[src/rtl/openfire_exc_ctrl_pkg.sv]
// Shared constants for the OpenFire exception controller: MSR/ESR bit
// positions, exception codes, link registers and FSM state encoding.
package openfire_exc_ctrl_pkg;

    // MSR bit positions
    localparam int MSR_IE  = 1;
    localparam int MSR_C   = 2;
    localparam int MSR_BIP = 3;
    localparam int MSR_EE  = 8;
    localparam int MSR_EIP = 9;
    localparam int MSR_CM  = 31;

    localparam logic [31:0] MSR_RESET = 32'h0000_0102;

    // ESR fields
    localparam logic [4:0] ESR_EC_ALIGN  = 5'd1;
    localparam logic [4:0] ESR_EC_OPCODE = 5'd2;
    localparam int         ESR_DS        = 12;

    // Link registers used by the inserted "brali rL,vector"
    localparam logic [4:0] LINK_INT = 5'd14;
    localparam logic [4:0] LINK_EXC = 5'd17;

    typedef enum logic [1:0] {
        ST_IDLE    = 2'd0,
        ST_INT_REQ = 2'd1,
        ST_EXC_REQ = 2'd2
    } exc_state_e;

endpackage

[src/rtl/openfire_irq_prio.sv]
// Interrupt source conditioning: per-line edge/level pending logic and a
// lowest-index-wins priority encoder. Edge capture keeps running while the
// pipeline is stalled so that short pulses are never lost.
module openfire_irq_prio #(
    parameter int                 NUM_IRQ  = 4,
    parameter int                 IRQ_ID_W = 2,
    parameter logic [NUM_IRQ-1:0] IRQ_EDGE = '0
) (
    input  logic                clock,
    input  logic                reset,
    input  logic [NUM_IRQ-1:0]  irq,
    input  logic                take,
    output logic                any_active,
    output logic [IRQ_ID_W-1:0] winner
);

    logic [NUM_IRQ-1:0] irq_prev_q, irq_prev_d;
    logic [NUM_IRQ-1:0] pending_q, pending_d;
    logic [NUM_IRQ-1:0] active;
    logic [NUM_IRQ-1:0] clr;

    // Edge lines present their latched pending bit, level lines the raw wire.
    always_comb begin
        active = (pending_q & IRQ_EDGE) | (irq & ~IRQ_EDGE);
    end

    // Lowest index wins: scan downwards so the last hit is the smallest index.
    always_comb begin
        winner = '0;
        for (int i = NUM_IRQ - 1; i >= 0; i--) begin
            if (active[i]) begin
                winner = IRQ_ID_W'(i);
            end
        end
        any_active = |active;
    end

    // Pending bits clear only for the edge line actually taken; a fresh rise
    // in the same cycle re-arms it.
    always_comb begin
        clr = '0;
        if (take) begin
            clr[winner] = 1'b1;
        end
        irq_prev_d = irq;
        pending_d  = ((pending_q & ~(clr & IRQ_EDGE)) | (irq & ~irq_prev_q)) & IRQ_EDGE;
    end

    // Edge-capture state, sampled every cycle regardless of stall.
    always_ff @(posedge clock or negedge reset) begin
        if (!reset) begin
            irq_prev_q <= '0;
            pending_q  <= '0;
        end else begin
            irq_prev_q <= irq_prev_d;
            pending_q  <= pending_d;
        end
    end

endmodule

[src/rtl/openfire_exc_ctrl.sv]
// EXECUTE-stage interrupt/exception controller. Owns MSR, ESR and EAR and asks
// DECODE to insert "brali rL,vector", holding the request until acknowledged.
// Build option: OPENFIRE_VECTORED_IRQ_EN selects per-line interrupt vectors
// (IRQ_VEC_BASE + 8*irq_id); otherwise every interrupt uses INT_VECTOR.
module openfire_exc_ctrl
    import openfire_exc_ctrl_pkg::*;
#(
    parameter int                 NUM_IRQ      = 4,
    parameter int                 IRQ_ID_W     = 2,
    parameter logic [NUM_IRQ-1:0] IRQ_EDGE     = '0,
    parameter int                 ADDR_W       = 32,
    parameter logic [ADDR_W-1:0]  INT_VECTOR   = 'h10,
    parameter logic [ADDR_W-1:0]  IRQ_VEC_BASE = 'h50,
    parameter logic [ADDR_W-1:0]  EXC_VECTOR   = 'h20
) (
    input  logic                clock,
    input  logic                reset,
    input  logic                stall,
    input  logic [NUM_IRQ-1:0]  irq,
    input  logic                exc_align,
    input  logic                exc_opcode,
    input  logic [ADDR_W-1:0]   exc_addr,
    input  logic                in_delay_slot,
    input  logic                msr_wr,
    input  logic [31:0]         msr_wdata,
    input  logic                carry_we,
    input  logic                carry_val,
    input  logic                brk,
    input  logic                rtbd,
    input  logic                rtid,
    input  logic                rted,
    input  logic                insert_ack,
    output logic                insert_req,
    output logic [ADDR_W-1:0]   insert_vector,
    output logic [4:0]          insert_link,
    output logic [IRQ_ID_W-1:0] irq_id,
    output logic [31:0]         msr,
    output logic [31:0]         esr,
    output logic [ADDR_W-1:0]   ear,
    output logic [1:0]          dbg_state
);

`ifdef OPENFIRE_VECTORED_IRQ_EN
    localparam bit VECTORED = 1'b1;
`else
    localparam bit VECTORED = 1'b0;
`endif

    exc_state_e          state_q, state_d;
    logic                req_q, req_d;
    logic [ADDR_W-1:0]   vec_q, vec_d;
    logic [4:0]          link_q, link_d;
    logic [IRQ_ID_W-1:0] id_q, id_d;
    logic [31:0]         msr_q, msr_d;
    logic [31:0]         esr_q, esr_d;
    logic [ADDR_W-1:0]   ear_q, ear_d;

    logic                any_active;
    logic [IRQ_ID_W-1:0] winner;
    logic                idle, exc_any, exc_take, int_take, ack;
    logic [ADDR_W-1:0]   int_vec;

    openfire_irq_prio #(
        .NUM_IRQ  (NUM_IRQ),
        .IRQ_ID_W (IRQ_ID_W),
        .IRQ_EDGE (IRQ_EDGE)
    ) u_prio (
        .clock      (clock),
        .reset      (reset),
        .irq        (irq),
        .take       (int_take),
        .any_active (any_active),
        .winner     (winner)
    );

    // Event qualification: exceptions beat interrupts, nothing moves on stall.
    always_comb begin
        idle     = (state_q == ST_IDLE);
        exc_any  = exc_align | exc_opcode;
        exc_take = ~stall & idle & exc_any & msr_q[MSR_EE] & ~msr_q[MSR_EIP];
        int_take = ~stall & idle & ~exc_any & any_active & msr_q[MSR_IE]
                 & ~msr_q[MSR_EIP] & ~msr_q[MSR_BIP];
        ack      = ~stall & ~idle & insert_ack;
        int_vec  = VECTORED ? (IRQ_VEC_BASE + {{(ADDR_W-IRQ_ID_W-3){1'b0}}, winner, 3'b000})
                            : INT_VECTOR;
    end

    // Request FSM next state; request, vector, link and id are registered.
    always_comb begin
        state_d = state_q;
        req_d   = req_q;
        vec_d   = vec_q;
        link_d  = link_q;
        id_d    = id_q;
        case (state_q)
            ST_IDLE: begin
                if (exc_take) begin
                    state_d = ST_EXC_REQ;
                    req_d   = 1'b1;
                    vec_d   = EXC_VECTOR;
                    link_d  = LINK_EXC;
                end else if (int_take) begin
                    state_d = ST_INT_REQ;
                    req_d   = 1'b1;
                    vec_d   = int_vec;
                    link_d  = LINK_INT;
                    id_d    = winner;
                end
            end
            ST_INT_REQ, ST_EXC_REQ: begin
                if (ack) begin
                    state_d = ST_IDLE;
                    req_d   = 1'b0;
                end
            end
            default: begin
                state_d = ST_IDLE;
                req_d   = 1'b0;
            end
        endcase
    end

    // MSR/ESR/EAR updates; later assignments override earlier ones, so the
    // order below runs from lowest to highest priority.
    always_comb begin
        msr_d = msr_q;
        esr_d = esr_q;
        ear_d = ear_q;
        if (!stall) begin
            if (msr_wr) begin
                msr_d = msr_wdata;
            end
            if (carry_we) begin
                msr_d[MSR_C]  = carry_val;
                msr_d[MSR_CM] = carry_val;
            end
            if (rtbd) begin
                msr_d[MSR_BIP] = 1'b0;
            end
            if (brk) begin
                msr_d[MSR_BIP] = 1'b1;
            end
            if (rtid) begin
                msr_d[MSR_IE] = 1'b1;
            end
            if (rted) begin
                msr_d[MSR_EIP] = 1'b0;
                msr_d[MSR_EE]  = 1'b1;
                esr_d          = '0;
            end
            if (exc_take) begin
                msr_d[MSR_EIP] = 1'b1;
                msr_d[MSR_EE]  = 1'b0;
                esr_d          = '0;
                esr_d[4:0]     = exc_align ? ESR_EC_ALIGN : ESR_EC_OPCODE;
                esr_d[ESR_DS]  = in_delay_slot;
                ear_d          = exc_addr;
            end
            if (int_take) begin
                msr_d[MSR_IE] = 1'b0;
            end
        end
    end

    // State registers; reset drops any outstanding request immediately.
    always_ff @(posedge clock or negedge reset) begin
        if (!reset) begin
            state_q <= ST_IDLE;
            req_q   <= 1'b0;
            vec_q   <= '0;
            link_q  <= '0;
            id_q    <= '0;
            msr_q   <= MSR_RESET;
            esr_q   <= '0;
            ear_q   <= '0;
        end else begin
            state_q <= state_d;
            req_q   <= req_d;
            vec_q   <= vec_d;
            link_q  <= link_d;
            id_q    <= id_d;
            msr_q   <= msr_d;
            esr_q   <= esr_d;
            ear_q   <= ear_d;
        end
    end

    assign insert_req    = req_q;
    assign insert_vector = vec_q;
    assign insert_link   = link_q;
    assign irq_id        = id_q;
    assign msr           = msr_q;
    assign esr           = esr_q;
    assign ear           = ear_q;
    assign dbg_state     = state_q;

endmodule

[config.mk]
export PLATFORM = sky130hd
export DESIGN_NAME = openfire_exc_ctrl
export DESIGN_NICKNAME = d
export VERILOG_FILES = /design/src/rtl/openfire_exc_ctrl_pkg.sv /design/src/rtl/openfire_irq_prio.sv /design/src/rtl/openfire_exc_ctrl.sv
export SDC_FILE = /design/constraint.sdc
export NUM_CORES = 1
export LEC_CHECK = 0
export ABC_AREA = 1
export CAP_MARGIN = 20
export CORE_MARGIN = 1
export CORE_UTILIZATION = 25
export CTS_BUF_LIST = sky130_fd_sc_hd__clkbuf_4 sky130_fd_sc_hd__clkbuf_8
export CTS_CLUSTER_SIZE = 30
export DETAILED_ROUTE_END_ITERATION = 7
export PLACE_DENSITY_LB_ADDON = 0.12
export SYNTH_ARGS = -nofsm -noshare
export SYNTH_HDL_FRONTEND = slang
export SYNTH_SLANG_ARGS = --single-unit
[constraint.sdc]
create_clock -name clock -period 2.7 [get_ports clock]
set_input_delay 0.405 -clock clock [delete_from_list [all_inputs] [get_ports clock]]
set_output_delay 0.405 -clock clock [all_outputs]
set_load 0.005 [all_outputs]
After elaboration in Yosys (flattened, before gate mapping)
Cells that the tools add are included.
{"block": "totals", "register_bits": 138, "in_bits": 82, "wordCells": 81}
{"block": "op_classes", "n_eq_ne": 4, "mux": 28, "n_bitwise": 18, "n_reduce_logical": 19}
{"op": "2-to-1 mux 32 bit", "count": 5}
{"op": "2-to-1 mux 2 bit", "count": 10}
{"op": "AND reduction 2 bit", "count": 9}
{"op": "bitwise AND 1 bit", "count": 11}
{"op": "2-to-1 mux 5 bit", "count": 2}
{"op": "2-to-1 mux 1 bit", "count": 9}
{"op": "nonzero test 3 bit", "count": 3}
{"op": "NOT 1 bit", "count": 6}
{"op": "nonzero test 2 bit", "count": 3}
{"op": "case mux 2 bit (2 select lines)", "count": 1}
{"op": "OR reduction 4 bit", "count": 1}
{"op": "inequality test 3 x 1 -> 1 bit (second input constant)", "count": 1}
{"op": "AND reduction 3 bit", "count": 1}
{"op": "equality test 2 x 1 -> 1 bit (second input constant)", "count": 1}
{"op": "equality test 2 bit (second input constant)", "count": 1}
{"op": "logical NOT 2 bit", "count": 1}
{"op": "inequality test 2 bit (second input constant)", "count": 1}
{"op": "case mux 1 bit (2 select lines)", "count": 1}
{"op": "OR reduction 2 bit", "count": 1}
{"op": "OR 1 bit", "count": 1}

Logic depth before layout (Yosys ltp)
{"block": "depth", "depth_word": 10, "ltp_mapped": 9, "ltp_nobuf": 9}

Cells and area by module
From an unflattened synthesis, not the netlist that was laid out.
{"block": "unflattened", "cells_unflattened": 428, "hier_area_um2": 3562.2}
{"module": "openfire_exc_ctrl", "n_inst": 1, "cells_per_inst": 419, "area_per_inst_um2": 3515.9, "seq_area_each_um2": 1854.3}
{"module": "openfire_irq_prio", "n_inst": 1, "cells_per_inst": 9, "area_per_inst_um2": 46.3, "seq_area_each_um2": 0.0}

Worst setup path after synthesis
OpenSTA, ideal clock, no wires.
{"block": "synth_path", "kind": "register -> register", "start": "register state_q[0], in the netlist dbg_state[0]", "end": "register state_q[0], in the netlist dbg_state[0]", "setup_ps": 117, "arrival_time_ps": 1235, "setup_slack_ps": 1349, "stages_incl_launch_ff": 10, "n_path_buf": 0, "synth_period_minus_slack_ps": 1351, "path_cell_list": "dfrtp_1 > inv_1 > ha_1 > nand2_2 > nor2_2 > nand3_2 > nand2_2 > nand2_1 > nand2_1 > nand2_1"}
{"block": "synth_via", "elab_chain_cells": 9}
{"element": "start, declared", "line": "openfire_exc_ctrl.sv:49", "rtl": "exc_state_e state_q, state_d;"}
{"element": "start signal, assigned", "line": "openfire_exc_ctrl.sv:177", "rtl": "state_q <= state_d;"}
{"element": "logical NOT 2 bit *", "line": "openfire_exc_ctrl.sv:78", "rtl": "idle = (state_q == ST_IDLE);"}
{"element": "via idle", "line": "openfire_exc_ctrl.sv:60", "rtl": "logic idle, exc_any, exc_take, int_take, ack;"}
{"element": "bitwise AND 1 bit", "line": "openfire_exc_ctrl.sv:80, openfire_exc_ctrl.sv:81"}
{"element": "bitwise AND 1 bit (3 in series)", "line": "openfire_exc_ctrl.sv:81", "rtl": "int_take = ~stall & idle & ~exc_any & any_active & msr_q[MSR_IE]"}
{"element": "bitwise AND 1 bit (2 in series)", "line": "openfire_exc_ctrl.sv:82", "rtl": "& ~msr_q[MSR_EIP] & ~msr_q[MSR_BIP];"}
{"element": "inequality test 3 x 1 -> 1 bit (no source line)"}
{"element": "AND reduction 2 bit (no source line)"}
Mark *: on every way through the listed nets, which the timed path passes. The rest lies on a longest branch.
A chain may end at the register's enable or synchronous reset.

Worst setup path after layout
{"block": "layout_path", "start": "register msr_q[8], in the netlist msr[8]", "end": "output msr[8]"}
{"element": "start, declared", "line": "openfire_exc_ctrl.sv:54", "rtl": "logic [31:0] msr_q, msr_d;"}
{"element": "start signal, assigned", "line": "openfire_exc_ctrl.sv:182", "rtl": "msr_q <= msr_d;"}
{"element": "end, declared", "line": "openfire_exc_ctrl.sv:37", "rtl": "output logic [31:0] msr,"}
No word-level cell between the ends.

==> results.md <==
Timing
* false — setup repair after global routing missed its margin
* 0 — final slew viol count
* 0 ps — final-layout setup total negative slack
* 0 — Final setup violation count
* 0.3735 — relative slew slack
* 939.8 ps — Worst Tran Pin Value
* 0 — Hold Fails Final Rpt
* 555.3 MHz — Peak Freq
* 899.2 ps — final worst slack
* 0.6670 — Period Utilization, post-route
* 1801 ps — Min Clock Period, post-route
* 5.932 ps — Clock Skew

Power and ir drop
* 0.002626 uW — Pleak
* 0.3394 mV — peak ir drop on the vdd network
* 4206 uW — Overall Power
* 804.2 mW/mm^2 — total power per unit cell area

Detailed routing
* 0 — Post-route DRC
* 2896 — via count
* 11.66 microns — wire length per cell
* 0 — post-route antenna net violation count
* 4 — DRT Pass-1 Iters
* 3.836 — Via-to-Cell Ratio
* 8.800 mm — total length of routed wires
* 106 — drt first-iter violations

Clocking
* 74 — number of clock sinks
* 0 — post-cts hold buffer count
* 2 — maximum number of buffers from clock root to sink
* 0 — Resized Gates After CTS
* 340 ps — Clock Latency Late Sink
* 80 ps — clock slew at reported path FFs
* done — TritonCTS clock tree
* 0 — number of post-CTS setup repair buffers
* 9 — CTS buffer count
* clkbuf_8 — library cell used as clock root buffer
* 3 — maximum level of the CTS H-tree

Setup path
* dfstp_2 — Crit-path slowest cell
* 1400 ps — arrival time reported for the critical path endpoint
* 1 — WP buf/inv
* 2300 ps — required time worst endpoint
* clkdlybuf4s50_1 — worst-path cell chain
* 2 — top fanout value on the critical path
* 540 ps — CP max stage delay
* flip-flop — type of origin of the critical path
* primary output — CP Capture Type
* flip-flops — CP top delay family
* reg -> out — Setup CP Type

Die
* 120.3 microns — die span in y
* 42 — site row count
* 0.01448 sq mm — area enclosed by the die boundary
* 220 — count of pins on the block boundary
* 0.01345 sq mm — Placeable Area
* 120.3 microns — Horiz. Die Dim
* 0.2601 — effective utilization at floorplan

Layout
* 0.05354 — fraction of final layout cells sized beyond drive strength 1
* 204 x nand2_1, 159 x clkdlybuf4s50_1, 72 x dfrtp_1, 59 x conb_1, 17 x inv_1 — commonest non-fill, non-tap cells in the layout
* 755 — final standard cell count with taps included and fillers excluded
* 0.005230 sq mm — Design Area, Final
* 0 — n_diodes
* 49.45% — synth-to-layout area growth
* nand2_1 — most common cell after layout, fill and taps aside
* 657 — count of nets after finishing

Worst hold path
* in -> async — min-delay worst type

Place
* 160 — total of buffers placed on input and output ports
* 0.7258 — gpl congestion
* 734.0 ps — Place WS
* 0.004997 sq mm — post-placement cell area
* 6.459 mm — Final HPWL DP
* 739 — number of placed instances with taps included

Outcome
* completed — status

Yosys
* 0 — number of warnings printed during yosys synthesis
* 74 — flip-flop and latch count after synthesis
* 0.5299 — sequential element share of the synthesized area
* 23 — count of distinct cell types in the synthesized netlist
* 0.003500 sq mm — area of the mapped netlist
* 418 — cell count after synthesis
* 8.372 sq um — mean cell area of the mapped netlist

Global routing
* 0 — final global-route overflow total
* 14.26 mm — first-pass GRT wire length
* 0.1263 — total global-route track usage
* 75 — maximum number of pins on one net before global-route repair
* 0 — number of antenna violations at the first check in global routing
* 2811 — via count of the first global-routing pass

Flow run
* 0 — number of maximum-capacitance violations

cell type report:
cell class / instances / area [sq um]
fillers: 1403 / 8223
inverters: 20 / 77.57
well taps: 176 / 220.2
clock inverters: 4 / 73.82
flip-flops and latches: 74 / 1854
repair buffers: 163 / 1622
multi-input cells: 306 / 1224
clock buffers: 12 / 158.9
logic make-up after synthesis:
family	count (synthesis)	share of synthesized area
simple gates	231	0.2603
other cells	1	0.001072
flops	74	0.5299
compound gates	15	0.02253
buf+inv	96	0.1827
fa+ha+maj	1	0.003575
flip-flops by register name, summed over array words and instances, names as in the netlist:
name	flops
ear	32
msr	32
esr	3
dbg_state	2
insert_link	2
irq_id	2
insert_req	1
layer usage:
metal,routed length [microns],vias up,share of wire,track usage
met3,939,9,0.11,0.05708
met2,4013,131,0.46,0.1897
met4,108,0,0.012,0.04167
met1,3738,1297,0.42,0.1606
met5,0,-,0,0
li1,-,1459,-,-
power by group:
part           switching, uW  total (uW)  internal (uW)
Combinational            626        1550            921
Clock                    410         992            582
Sequential               209        1670           1460
Total                   1250        4210           2960
through the flow:
step,hold slack [ps],util
after global placement,462.5,0.3715
after detailed placement,464.9,0.3715
after global routing,267.8,0.3888
after floorplan,109.4,-
final,199.3,0.3888
after CTS,237.0,0.3888
worst paths after layout:
| kind | from | endpoint | slack, ps | cells past startpoint |
|---|---|---|---|---|
| worst max-delay path | msr[8] | msr[8] | 900 | 1 |
| worst min-delay path | reset | ear[6] | 200 | 1 |
| worst max register to register | dbg_state[0] | ear[14] | 1090 | 8 |
| worst min register to register | msr[27] | msr[27] | 480 | 2 |
| max in group asynchronous | reset | msr[2] | 1890 | 1 |
| min in group clock | msr[27] | msr[27] | 480 | 2 |
cell usage after synthesis (all sizes together):
| cell type | n | share of area |
|---|---|---|
| nor2 | 11 | 0.015 |
| conb | 1 | 0.0011 |
| nand3 | 12 | 0.019 |
| a31oi | 3 | 0.0054 |
| inv | 20 | 0.022 |
| dfstp | 2 | 0.015 |
| nor3 | 1 | 0.0014 |
| o21ai | 10 | 0.014 |
| a21oi | 2 | 0.0029 |
| buf | 76 | 0.16 |
| nand2 | 207 | 0.23 |
| ha | 1 | 0.0036 |
| dfrtp | 72 | 0.51 |
(Power assumes the default switching activity.)
